--- config.mk ---
export PLATFORM = sky130hd
export DESIGN_NAME = image_buffer_reader
export DESIGN_NICKNAME = d
export VERILOG_FILES = /design/src/rtl/image_buffer_reader.sv
export SDC_FILE = /design/constraint.sdc
export NUM_CORES = 1
export LEC_CHECK = 0
export CAP_MARGIN = 15
export CORE_AREA = 4 4 365 367
export DETAILED_ROUTE_END_ITERATION = 10
export DIE_AREA = 0 0 369 371
export GPL_TIMING_DRIVEN = 0
export PLACE_DENSITY_LB_ADDON = 0.25
export SYNTH_ARGS = -nofsm -noshare
export SYNTH_HDL_FRONTEND = slang
export SYNTH_SLANG_ARGS = --single-unit
--- constraint.sdc ---
create_clock -name clk -period 22.4 [get_ports clk]
set_clock_uncertainty 0.2 [all_clocks]
set_input_delay 4.48 -clock clk [delete_from_list [all_inputs] [get_ports clk]]
set_output_delay 4.48 -clock clk [all_outputs]
set_load 0.05 [all_outputs]
--- src/rtl/image_buffer_reader.sv ---
// Reader side of the image buffer: snapshots the packed image, then streams it out one byte per valid/ready beat.
// Define IMG_READER_CHECKSUM_EN to append one XOR checksum beat after the last image byte.
module image_buffer_reader #(
  parameter int TOTAL_BITS = 904,
  parameter int BYTE_W     = 8
) (
  input  logic                  clk,
  input  logic                  rst_n,
  input  logic                  start,
  input  logic                  abort,
  input  logic                  img_valid,
  input  logic [TOTAL_BITS-1:0] img_in,
  output logic [BYTE_W-1:0]     data_out,
  output logic                  data_valid,
  input  logic                  data_ready,
  output logic [9:0]            read_addr,
  output logic                  busy,
  output logic                  done,
  output logic                  error
);

  localparam int         NUM_BYTES = TOTAL_BITS / BYTE_W;
  localparam logic [9:0] LAST_PTR  = 10'((NUM_BYTES - 1) * BYTE_W);
  localparam logic [9:0] STEP      = 10'(BYTE_W);

`ifdef IMG_READER_CHECKSUM_EN
  localparam logic [9:0] END_PTR = 10'(TOTAL_BITS);
  typedef enum logic [1:0] {IDLE, STREAM, CSUM, DONE} state_t;
`else
  localparam logic [9:0] END_PTR = 10'd0;
  typedef enum logic [1:0] {IDLE, STREAM, DONE} state_t;
`endif

  state_t                state, state_next;
  logic [TOTAL_BITS-1:0] shadow;
  logic [9:0]            ptr;
  logic [BYTE_W-1:0]     cur_byte;
  logic                  capture;
  logic                  stream_beat;

  // abort outranks a start seen in the same cycle, so a dropped start never captures.
  assign capture     = (state == IDLE) && start && img_valid && !abort;
  assign stream_beat = (state == STREAM) && data_ready && !abort;
  assign cur_byte    = shadow[ptr +: BYTE_W];

  // State register.
  always_ff @(posedge clk or negedge rst_n) begin
    if (!rst_n) state <= IDLE;
    else        state <= state_next;
  end

  // Next-state logic; data_valid is always high in STREAM/CSUM, so data_ready alone marks a handshake.
  always_comb begin
    state_next = state;
    if (abort) begin
      state_next = IDLE;
    end else begin
      case (state)
        IDLE:    if (start && img_valid) state_next = STREAM;
`ifdef IMG_READER_CHECKSUM_EN
        STREAM:  if (data_ready && ptr == LAST_PTR) state_next = CSUM;
        CSUM:    if (data_ready) state_next = DONE;
`else
        STREAM:  if (data_ready && ptr == LAST_PTR) state_next = DONE;
`endif
        DONE:    state_next = IDLE;
        default: state_next = IDLE;
      endcase
    end
  end

`ifdef IMG_READER_CHECKSUM_EN
  logic [BYTE_W-1:0] csum;

  always_ff @(posedge clk or negedge rst_n) begin
    if (!rst_n)           csum <= '0;
    else if (capture)     csum <= '0;
    else if (stream_beat) csum <= csum ^ cur_byte;
  end
`endif

  // Outputs decode the registered state only.
  // NOTE: every output gets a default before the case, otherwise the comb block infers latches.
  always_comb begin
    data_out   = '0;
    data_valid = 1'b0;
    busy       = 1'b0;
    done       = 1'b0;
    case (state)
      STREAM: begin
        data_out   = cur_byte;
        data_valid = 1'b1;
        busy       = 1'b1;
      end
`ifdef IMG_READER_CHECKSUM_EN
      CSUM: begin
        data_out   = csum;
        data_valid = 1'b1;
        busy       = 1'b1;
      end
`endif
      DONE:    done = 1'b1;
      default: ;
    endcase
  end

  assign read_addr = ptr;

  // NOTE: the snapshot is pure datapath and deliberately unreset; data_out only exposes it in STREAM.
  always_ff @(posedge clk) begin
    if (capture) shadow <= img_in;
  end

  always_ff @(posedge clk or negedge rst_n) begin
    if (!rst_n) begin
      ptr   <= '0;
      error <= 1'b0;
    end else begin
      error <= (state == IDLE) && start && !img_valid && !abort;
      if (abort || capture || state == DONE)
        ptr <= '0;
      else if (stream_beat)
        ptr <= (ptr == LAST_PTR) ? END_PTR : ptr + STEP;
`ifdef IMG_READER_CHECKSUM_EN
      else if (state == CSUM && data_ready)
        ptr <= '0;
`endif
    end
  end

endmodule

==> results of run 1 <==
## area by class of cell
type	count	area [um2]
inverters	2	7.51
multi-input cells	785	7340
plain buffers	111	712
repair buffers	948	9740
diodes	22	55.1
flip-flops and latches	914	27400
fillers	12000	78800
well taps	1742	2180
clock buffers	130	2720
clock inverters	59	572
## critical path, delay by kind of cell, from the launching register on
family	cells	cell delay, ns
buffers and inverters	3	1.93
AOI/OAI and AO/OA	4	1.66
and+or+nand+nor	2	1.47
DFF	1	0.35
## layer usage
layer  GRT usage, %  vias up  part of all wire, %
met2           37.4      855                   52
met3           6.72      162                  7.8
met5              0        -                 0.16
li1               -     9625                    -
met4           4.81       38                  2.0
met1           24.2    10800                   38
## layout by cell type, fill, tap and decap left out, types with 13 or more instances in the layout
master / instances
a211oi_1: 14
a21oi_1: 21
a221oi_1: 14
a22o_1: 15
a22oi_1: 128
a31oi_1: 15
buf_16: 13
buf_2: 28
buf_4: 24
buf_6: 21
clkbuf_1: 54
clkbuf_16: 105
clkdlybuf4s50_1: 928
clkinv_1: 27
diode_2: 22
edfxtp_1: 904
mux2i_1: 322
mux4_2: 65
nand2_1: 16
nand3_1: 50
nor2b_1: 16
o21ai_0: 25
o21ai_1: 14
## power breakdown
part	switching (uW)	leakage (uW)	internal (uW)	total [uW]
Sequential	13.9	0.00841	1940	1950
Clock	697	0.00158	964	1660
Combinational	124	0.00599	191	315
Total	835	0.0160	3090	3930
## registers in the layout (all words and copies together), names as in the netlist
name	flops
shadow	904
read_addr	7
state	2
error	1
## through the flow
stage | cell area [um2] | hold WS [ns] | std cells | util, %
floorplan | 35400 | 0.391 | 1812 | -
global placement | 46900 | 0.459 | 4482 | 36.2
detailed placement | 47400 | 0.472 | 4501 | 36.6
CTS | 50700 | 0.484 | 4690 | 39.1
global route | 50700 | 0.548 | 4702 | 39.2
finish | 50700 | 0.480 | 4713 | 39.2
## worst paths after layout
kind | cells past startpoint | start | endpoint
hold reg to reg | 2 | state[1] | error
hold / removal | 2 | state[1] | error
min in group asynchronous | 1 | rst_n | read_addr[7]
setup / recovery | 9 | read_addr[5] | data_out[5]
max in group asynchronous | 1 | rst_n | read_addr[5]
setup reg to reg | 9 | state[1] | shadow[195]
## kinds of logic (layout without fill, tap and decap cells)
family / after synthesis / in the layout / share of synthesized area, %
buf+inv: 113 / 1250 / 2.02
mux: 390 / 390 / 13.3
flops: 914 / 914 / 77.3
xor+xnor: 4 / 4 / 0.0988
simple gates: 111 / 111 / 1.63
other cells: 1 / 25 / 0.0106
compound gates: 276 / 276 / 5.58
fa+ha+maj: 1 / 1 / 0.0353
==> metrics.md, run 1 <==
| Metric | Value |
|---|---|
| Worst slack, placed | 11.88 ns |
| Top cells by count, synth | 904 x edfxtp_1, 322 x mux2i_1, 128 x a22oi_1 |
| Synthesized flop and latch total | 914 |
| Setup repair after global routing missed its margin | no |
| Vias per cell | 4.56 |
| Setup slack after layout | 11.58 ns |
| Synth top area share | 76.6% |
| Global-route wire length before repair | 191 mm |
| Leak | 0.0160 uW |
| Number of enable flip-flop cells after synthesis | 904 |
| Worst ir drop on vdd | 57.5 uV |
| # IOs | 932 |
| Number of nets in the layout | 3,777 |
| CTS tree | built |
| Summed negative setup slack over all endpoints | 0 ns |
| Drt first-iter violations | 1,857 |
| Synthesized area | 0.0354 mm2 |
| Clock transition time at the flip-flop clock pins of the worst setup and hold paths | 0.06 ns |
| Total iterations of the first detailed-routing run | 5 |
| Library cell with the largest summed area after synthesis | edfxtp_1 |
| H-Tree Depth | 3 |
| Crit Path Max Fanout | 10 |
| Via count of the first global-routing pass | 22,800 |
| Type of the worst min-delay path | flip-flop to flip-flop |
| Count of hold-fix buffers inserted at cts | 0 |
| Share of post-route cells with drive strength above 1 | 10.3% |
| Number of sinks driven by the clock tree | 914 |
| Ordered cell list for the critical path | buf_2 > nand2_1 > nor2_1 > clkbuf_1 > a221oi_1 > a31oi_1 > o21ai_1 > a21oi_1 > clkdlybuf4s50_1 |
| Number of buffers inserted by port buffering | 928 |
| Total routed wirelength | 148 mm |
| Dominant cell by count in the synthesized netlist | edfxtp_1 |
| CTS buffer count | 104 |
| Leftover overflow at the end of global routing | 0 |
| Crit end category | primary output |
| CTS Root Cell | clkbuf_16 |
| Maximum clock frequency | 92.4 MHz |
| Final routed DRC violation total | 0 |
| Via count | 21,500 |
| Initial cell density of the core | 27.4% |
| Slew Viols, Final | 0 |
| Clock latency on the worst-skew pair | 0.70 ns |
| Buffers inserted by post-CTS timing repair | 0 |
| GRT Total Usage | 20.9% |
| Main area contributors after synthesis | edfxtp_1 77%, mux2i_1 9.1%, mux4_2 4.1% |
| Maximum number of pins on one net before global-route repair | 72 |
| Number of cells upsized or downsized after cts | 0 |
| WL/cell | 31.3 um |
| Total power density per cell area | 77.5 mW/mm2 |
| Number of warnings printed during yosys synthesis | 0 |
| Horizontal die dimension | 369 um |
| Critical Path Start Type | flip-flop |
| Shortest clock period the worst path allows after layout | 10.82 ns |
| Maximum count of clock buffers along a single path | 3 |
| Post-synthesis cell count | 1,810 |
| Portion of the post-synthesis area used by sequential elements | 77.3% |
| Synthesized area per cell | 19.6 um2 |
| Max-cap violation count | 0 |
| Register-to-register setup slack | 17.78 ns |
| Number of routed nets with antenna violations | 0 |
| Remaining max-slew budget at the tightest pin | 17.5% |
| Share of the clock period used by the worst path | 48.3% |
| Total of endpoints with negative setup slack in the final report | 0 |
| Number of distinct standard cells referenced by the synthesized netlist | 45 |
| Initial antenna violation count | 45 |
| Cell at the slowest stage of the critical path | clkdlybuf4s50_1 |
| Number of rows in the core area | 132 |
| Routability cong. | 0.816 |
| Area of the placeable core | 0.129 mm2 |
| Required @ worst endpoint | 17.72 ns |
| DPL Wire Length | 117 mm |
| Largest incremental delay on the critical path | 0.94 ns |
| Total die area | 0.137 mm2 |
| Final Power | 3930 uW |
| Final-report hold violation count | 0 |
| Crit Path Category | flip-flop to primary output |
| Data arrival time of the critical path | 6.14 ns |
| Share of async-settable or async-resettable flops after synthesis | 1.09% |
| Dominant register cell in the synthesized netlist | edfxtp_1 |
| Run status | finished clean |
| Worst-Margin Slew | 1.24 ns |
| Growth of design area from synthesis to finish | 43.1% |
| Die height | 371 um |
No activity file was read; power rests on OpenSTA's default activity.
==> run 2: changes to the inputs <==
Clock period 22.4 ns to 8.8 ns, I/O delays scaled along.
==> metrics.md, run 2 (synthesized netlist as in run 1, its figures left out) <==
| Metric | Value |
|---|---|
| Run status | finished clean (unchanged) |
| DPL Wire Length | 117 mm (about the same) |
| WL/cell | 31.5 um (was 31.3 um) |
| Number of cells upsized or downsized after cts | 0 (unchanged) |
| Most frequent cells in the layout | 928 x clkdlybuf4s50_1, 904 x edfxtp_1, 322 x mux2i_1 (unchanged) |
| Total die area | 0.137 mm2 (unchanged) |
| Leftover overflow at the end of global routing | 0 (unchanged) |
| Worst slack, placed | 1.01 ns (was 11.88 ns) |
| Share of the clock period used by the worst path | 93.2% |
| # IOs | 932 (unchanged) |
| Die height | 371 um (unchanged) |
| Area of the placeable core | 0.129 mm2 (unchanged) |
| Number of buffers inserted by port buffering | 928 (unchanged) |
| CTS buffer count | 103 (was 104) |
| Total of endpoints with negative setup slack in the final report | 0 (unchanged) |
| Buffers inserted by post-CTS timing repair | 0 (unchanged) |
| H-Tree Depth | 3 (unchanged) |
| Maximum clock frequency | 122 MHz |
| Leading cell type in the layout, fill and taps excluded | clkdlybuf4s50_1 (unchanged) |
| Worst ir drop on vdd | 157 uV (was 57.5 uV) |
| Placed inst area | 0.0474 mm2 (about the same) |
| Global-route wire length before repair | 191 mm (about the same) |
| Setup slack after layout | 0.602 ns (was 11.58 ns) |
| Share of post-route cells with drive strength above 1 | 10.6% (was 10.3%) |
| Clock latency on the worst-skew pair | 0.70 ns (about the same) |
| Register ranked first by flip-flop count | shadow (unchanged) |
| Total routed wirelength | 149 mm (was 148 mm) |
| Critical Path Start Type | flip-flop (unchanged) |
| Number of routed nets with antenna violations | 0 (unchanged) |
| Number of nets in the layout | 3,777 (unchanged) |
| Total power density per cell area | 197 mW/mm2 (was 77.5 mW/mm2) |
| Vias per cell | 4.61 (was 4.56) |
| Leak | 0.0160 uW (about the same) |
| Clock transition time at the flip-flop clock pins of the worst setup and hold paths | 0.06 ns (about the same) |
| CTS Root Cell | clkbuf_16 (unchanged) |
| Maximum count of clock buffers along a single path | 3 (unchanged) |
| Routability cong. | 0.813 (was 0.816) |
| Final routed DRC violation total | 0 (unchanged) |
| Shortest clock period the worst path allows after layout | 8.20 ns |
| Number of sinks driven by the clock tree | 914 (unchanged) |
| Setup repair after global routing missed its margin | no (unchanged) |
| Summed negative setup slack over all endpoints | 0 ns (unchanged) |
| Depth of the worst register-to-register path | 9 (unchanged) |
| Crit end category | primary output (unchanged) |
| Max-cap violation count | 0 (unchanged) |
| Register-to-register setup slack | 4.98 ns (was 17.78 ns) |
| Crit Path Category | flip-flop to primary output (unchanged) |
| Required @ worst endpoint | 6.84 ns (was 17.72 ns) |
| Drt first-iter violations | 1,666 (was 1,857) |
| Startpoint of the most critical hold path | state[1] (unchanged) |
| Number of standard cells in the layout, taps in and fillers out | 4,717 (was 4,713) |
| Count of hold-fix buffers inserted at cts | 0 (unchanged) |
| Via count | 21,700 (was 21,500) |
| Total placed cells including tap cells | 4,503 (was 4,501) |
| GRT Total Usage | 21.0% (was 20.9%) |
| Number of flip-flops under the largest register name | 904 (unchanged) |
| Data arrival time of the critical path | 6.24 ns (was 6.14 ns) |
| Worst-Margin Slew | 1.28 ns (was 1.24 ns) |
| Final instance area | 0.0507 mm2 (about the same) |
| Final Power | 9970 uW (was 3930 uW) |
| Initial antenna violation count | 45 (unchanged) |
| Start of the worst register-to-register path | read_addr[4] (was state[1]) |
| Hold Path Cell Cnt | 2 (unchanged) |
| Slew Viols, Final | 0 (unchanged) |
| Remaining max-slew budget at the tightest pin | 14.9% (was 17.5%) |
| Initial cell density of the core | 27.4% (unchanged) |
| Final-report hold violation count | 0 (unchanged) |
| Growth of design area from synthesis to finish | 43.1% (about the same) |
| Via count of the first global-routing pass | 22,800 (about the same) |
| CTS tree | built (unchanged) |
| Endpoint of the worst-slack reg-to-reg timing path | read_addr[8] (was shadow[195]) |
| Total iterations of the first detailed-routing run | 5 (unchanged) |
| Horizontal die dimension | 369 um (unchanged) |
| Number of rows in the core area | 132 (unchanged) |
| Type of the worst min-delay path | flip-flop to flip-flop (unchanged) |
| Crit Path Max Fanout | 11 (was 10) |
| Hold EP | error (unchanged) |
| Maximum number of pins on one net before global-route repair | 74 (was 72) |
## run 2: changes by cell type in the layout (fill, tap and decap cells not counted), moves of 2 or more
| cell | before | now |
|---|---|---|
| clkinv_8 | 1 | 3 |
| diode_2 | 22 | 29 |
| clkinv_2 | 10 | 20 |
| clkinv_1 | 27 | 19 |
| buf_8 | 4 | 6 |
| clkbuf_1 | 54 | 52 |
## run 2: how the worst max path moves through the flow
| stage | start | endpoint | slack (ns) | depth (start not counted) |
|---|---|---|---|---|
| 6_report | read_addr[5] | data_out[5] | 0.60 | 9 |
| 5_1_grt | read_addr[5] | data_out[5] | 0.27 | 9 |
| 4_1_cts | read_addr[5] | data_out[5] | 0.20 | 9 |
| 3_5_place_dp | read_addr[5] | data_out[5] | 1.01 | 9 |
| 3_3_place_gp | abort | shadow[226] | -3.52 | 3 |
| 2_1_floorplan | abort | shadow[0] | -0.13 | 2 |
## run 2: layout make-up
type / count / area, um2
antenna: 29 / 72.6
buffer: 111 / 711
clock buffer: 126 / 2690
clock inverter: 59 / 556
fill: 12100 / 78800
inverter: 2 / 7.51
multi-input combinational: 785 / 7360
sequential: 914 / 27400
tap: 1742 / 2180
timing repair buffer: 949 / 9760
## run 2: power breakdown
part / leakage (uW) / switching [uW] / internal [uW]
Clock: 0.00158 / 1770 / 2430
Sequential: 0.00841 / 37.2 / 4940
Combinational: 0.00601 / 314 / 485
Total: 0.0160 / 2130 / 7850
## run 2: stage by stage
step | utilization [%] | hold slack (ns)
2_1_floorplan | - | 0.425
3_3_place_gp | 36.2 | 0.482
3_5_place_dp | 36.6 | 0.479
4_1_cts | 39.1 | 0.498
5_1_grt | 39.2 | 0.529
6_report | 39.2 | 0.502
## run 2: routing by layer
| layer | track usage, % | routed length (um) | up-vias |
|---|---|---|---|
| met5 | 0 | 165 | - |
| met4 | 7.18 | 4790 | 24 |
| met3 | 7.26 | 13200 | 206 |
| met2 | 36.7 | 75200 | 954 |
| met1 | 23.9 | 55400 | 10900 |
| li1 | - | - | 9645 |
## run 2: critical path, cell delays in order (launching register included)
cell and delay, ns:
dfrtp_1 0.35, buf_2 0.31, nand2_1 0.51, nor2_1 0.82, clkbuf_1 0.70, a221oi_1 0.49, a31oi_1 0.72, o21ai_1 0.42
a21oi_1 0.25, clkdlybuf4s50_1 0.93
==> run 3: changes to the inputs <==
Settings changed: ABC_AREA set to 1, CORE_AREA 4 4 365 367 to 4 4 366 368, DIE_AREA 0 0 369 371 to 0 0 370 372.
Clock period 8.8 ns to 10.49 ns, I/O delays scaled along.
==> metrics.md, run 3 <==
| Metric | Value |
|---|---|
| Dominant register cell in the synthesized netlist | edfxtp_1 (unchanged) |
| WL/cell | 27.7 um (was 31.5 um) |
| Count of hold-fix buffers inserted at cts | 0 (unchanged) |
| Number of buffers inserted by port buffering | 928 (unchanged) |
| DPL Wire Length | 141 mm (was 117 mm) |
| Initial cell density of the core | 29.2% (was 27.4%) |
| Shortest clock period the worst path allows after layout | 7.66 ns |
| Summed negative setup slack over all endpoints | 0 ns (unchanged) |
| Total of endpoints with negative setup slack in the final report | 0 (unchanged) |
| CTS Root Cell | clkbuf_16 (unchanged) |
| Main area contributors after synthesis | edfxtp_1 71%, nand2_1 11%, nand3_1 5.4% (was edfxtp_1 77%, mux2i_1 9.1%, mux4_2 4.1%) |
| Leak | 0.0205 uW (was 0.0160 uW) |
| Global route hottest layer | met2 (unchanged) |
| Crit end category | primary output (unchanged) |
| Die height | 372 um (was 371 um) |
| CTS tree | built (unchanged) |
| Final-report hold violation count | 0 (unchanged) |
| Worst-Margin Slew | 1.15 ns (was 1.28 ns) |
| H-Tree Depth | 3 (unchanged) |
| Number of distinct standard cells referenced by the synthesized netlist | 34 (was 45) |
| Run status | finished clean (unchanged) |
| Number of cells upsized or downsized after cts | 0 (unchanged) |
| Number of flip-flops under the largest register name | 904 (unchanged) |
| Register ranked first by flip-flop count | shadow (unchanged) |
| Leftover overflow at the end of global routing | 0 (unchanged) |
| Number of rows in the core area | 133 (was 132) |
| Global-route wire length before repair | 233 mm (was 191 mm) |
| Setup repair after global routing missed its margin | no (unchanged) |
| Most common cell type on the critical path | nand2_1 |
| Global routing usage on met1 | 30.3% (was 23.9%) |
| Number of routed nets with antenna violations | 0 (unchanged) |
| Critical Path Start Type | flip-flop (unchanged) |
| Routability cong. | 0.868 (was 0.813) |
| Top cells by count, synth | 1,096 x nand2_1, 904 x edfxtp_1, 409 x nand3_1 (was 904 x edfxtp_1, 322 x mux2i_1, 128 x a22oi_1) |
| Number of standard cells in the layout, taps in and fillers out | 6,420 (was 4,717) |
| Slew Viols, Final | 0 (unchanged) |
| Total iterations of the first detailed-routing run | 6 (was 5) |
| Remaining max-slew budget at the tightest pin | 23.5% (was 14.9%) |
| Area of the placeable core | 0.131 mm2 (was 0.129 mm2) |
| Type of the worst min-delay path | flip-flop to flip-flop (unchanged) |
| Maximum clock frequency | 130 MHz |
| Compound-Gate Fraction of Synth Area | 2.95% (was 5.57%) |
| Initial antenna violation count | 66 (was 45) |
| Synth top area share | 71.1% (was 76.6%) |
| Number of nets in the layout | 5,438 (was 3,777) |
| Setup slack after layout | 2.83 ns (was 0.602 ns) |
| Total routed wirelength | 178 mm (was 149 mm) |
| Synthesized area | 0.0382 mm2 (was 0.0354 mm2) |
| Fill cell count | 12,700 (was 12,100) |
| Data arrival time of the critical path | 5.36 ns (was 6.24 ns) |
| Vias per cell | 4.69 (was 4.61) |
| CTS buffer count | 104 (was 103) |
| GRT Total Usage | 24.8% (was 21.0%) |
| Cell at the slowest stage of the critical path | clkdlybuf4s50_1 (unchanged) |
| Library cell with the largest summed area after synthesis | edfxtp_1 (unchanged) |
| Clock transition time at the flip-flop clock pins of the worst setup and hold paths | 0.06 ns (about the same) |
| Synth Area in Adders | 0.0328% (was 0.0353%) |
| Final routed DRC violation total | 0 (unchanged) |
| Global-route met3 utilization | 6.58% (was 7.26%) |
| Number of enable flip-flop cells after synthesis | 904 (unchanged) |
| Synthesized flop and latch total | 914 (unchanged) |
| Maximum count of clock buffers along a single path | 3 (unchanged) |
| Number of sinks driven by the clock tree | 914 (unchanged) |
| Met2 routing resource usage after global routing | 42.8% (was 36.7%) |
| Largest family of logic cells by synthesized area | simple AND/OR/NAND/NOR gates (was multiplexers) |
| Crit path max-delay family | buffers and inverters (unchanged) |
| Worst slack, placed | 3.52 ns (was 1.01 ns) |
| Share of async-settable or async-resettable flops after synthesis | 1.09% (unchanged) |
| Xor/xnor cell area share of the yosys netlist | 0.0229% (was 0.0989%) |
| Drt first-iter violations | 3,234 (was 1,666) |
| Maximum number of pins on one net before global-route repair | 36 (was 74) |
| Share of post-route cells with drive strength above 1 | 6.44% (was 10.6%) |
| Via count of the first global-routing pass | 29,800 (was 22,800) |
| Horizontal die dimension | 370 um (was 369 um) |
| # IOs | 932 (unchanged) |
| Share of the clock period used by the worst path | 73.0% |
| Total die area | 0.138 mm2 (was 0.137 mm2) |
| Required @ worst endpoint | 8.19 ns (was 6.84 ns) |
| Crit Path Category | flip-flop to primary output (unchanged) |
| Leading cell type in the layout, fill and taps excluded | nand2_1 (was clkdlybuf4s50_1) |
| Multiplexer area fraction after synthesis | 0% (was 13.3%) |
| Total power density per cell area | 158 mW/mm2 (was 197 mW/mm2) |
| Synthesized area per cell | 11.0 um2 (was 19.6 um2) |
| Clock latency on the worst-skew pair | 0.72 ns (was 0.70 ns) |
| Final Power | 8470 uW (was 9970 uW) |
| Post-synthesis cell count | 3,457 (was 1,810) |
| Simple-gate share of the synthesized area | 19.6% (was 1.63%) |
| Ordered cell list for the critical path | buf_2 > buf_1 > nand3_1 > nand3_1 > nand3_1 > nand2_1 > nand2_1 > nand2_1 > nand2_1 > nor2_1 > nor2_1 > nor2_1 > clkdlybuf4s50_1 (was buf_2 > nand2_1 > nor2_1 > clkbuf_1 > a221oi_1 > a31oi_1 > o21ai_1 > a21oi_1 > clkdlybuf4s50_1) |
| Buf+Inv Stages, Crit Path | 3 (unchanged) |
| Crit Path Max Fanout | 10 (was 11) |
| Total placed cells including tap cells | 6,176 (was 4,503) |
| Buffers inserted by post-CTS timing repair | 0 (unchanged) |
| Largest incremental delay on the critical path | 0.93 ns (about the same) |
| Growth of design area from synthesis to finish | 40.7% (was 43.1%) |
| Number of warnings printed during yosys synthesis | 0 (unchanged) |
| Worst ir drop on vdd | 136 uV (was 157 uV) |
| Dominant cell by count in the synthesized netlist | nand2_1 (was edfxtp_1) |
| Max-cap violation count | 0 (unchanged) |
| Via count | 30,100 (was 21,700) |
| Most frequent cells in the layout | 1,095 x nand2_1, 928 x clkdlybuf4s50_1, 904 x edfxtp_1 (was 928 x clkdlybuf4s50_1, 904 x edfxtp_1, 322 x mux2i_1) |
| Portion of the post-synthesis area used by sequential elements | 71.8% (was 77.3%) |
## run 3: cell count changes in the layout (fill, tap and decap cells not counted), sizes merged, moves of 134 or more
cell,before,now
mux2i,322,0
inv,5,293
nand2,16,1097
nor2,12,331
o21ai,39,173
nand3,50,409
## run 3: where the power goes
group / switching [uW] / leakage [uW] / total, uW / internal, uW
registers: 28.3 / 0.00841 / 4170 / 4140
logic: 413 / 0.0105 / 824 / 411
clock network: 1540 / 0.00155 / 3480 / 1940
## run 3: cell families (layout without fill, tap and decap cells)
group	after synthesis	after routing
other cells	1	54
simple gates	1844	1844
buf+inv	477	1632
xor+xnor	1	1
flops	914	914
compound gates	219	219
fa+ha+maj	1	1
## run 3: through the flow
step                area (um2)  hold slack (ns)  utilization (%)
floorplan                38200            0.321                -
global placement         49700            0.339             38.0
detailed placement       50400            0.371             38.5
CTS                      53600            0.385             40.9
global route             53600            0.410             41.0
finish                   53700            0.396             41.0
## run 3: worst reg2reg max path: cells and delay by family, from the launching register on
kind	cells	cell delay (ns)
DFF	1	0.42
and+or+nand+nor	3	0.67
buffers and inverters	7	1.85
## run 3: cell type report
type	count	area (um2)	area share [%]
diodes	51	128	0.238
flip-flops and latches	914	27400	51.0
plain buffers	189	1080	2.00
inverters	288	1080	2.02
repair buffers	962	9980	18.6
clock buffers	128	2710	5.06
well taps	1755	2200	4.09
multi-input cells	2068	8640	16.1
clock inverters	65	470	0.876
## run 3: layer usage
| layer | routed length [um] | share of wire (%) |
|---|---|---|
| met1 | 68900 | 39 |
| met2 | 88200 | 50 |
| met3 | 15400 | 8.7 |
| met4 | 5010 | 2.8 |
| met5 | 137 | 0.077 |
## run 3: final timing paths
check                        startpoint  slack, ns  cells after the start           to
min in group asynchronous         rst_n       1.56                      1        error
hold / removal                 state[0]       0.40                      1     state[0]
max in group asynchronous         rst_n       8.14                      1     state[1]
setup / recovery           read_addr[4]       2.83                     13  data_out[7]
setup reg to reg               state[1]       7.03                     10  shadow[672]
hold reg to reg                state[0]       0.40                      1     state[0]
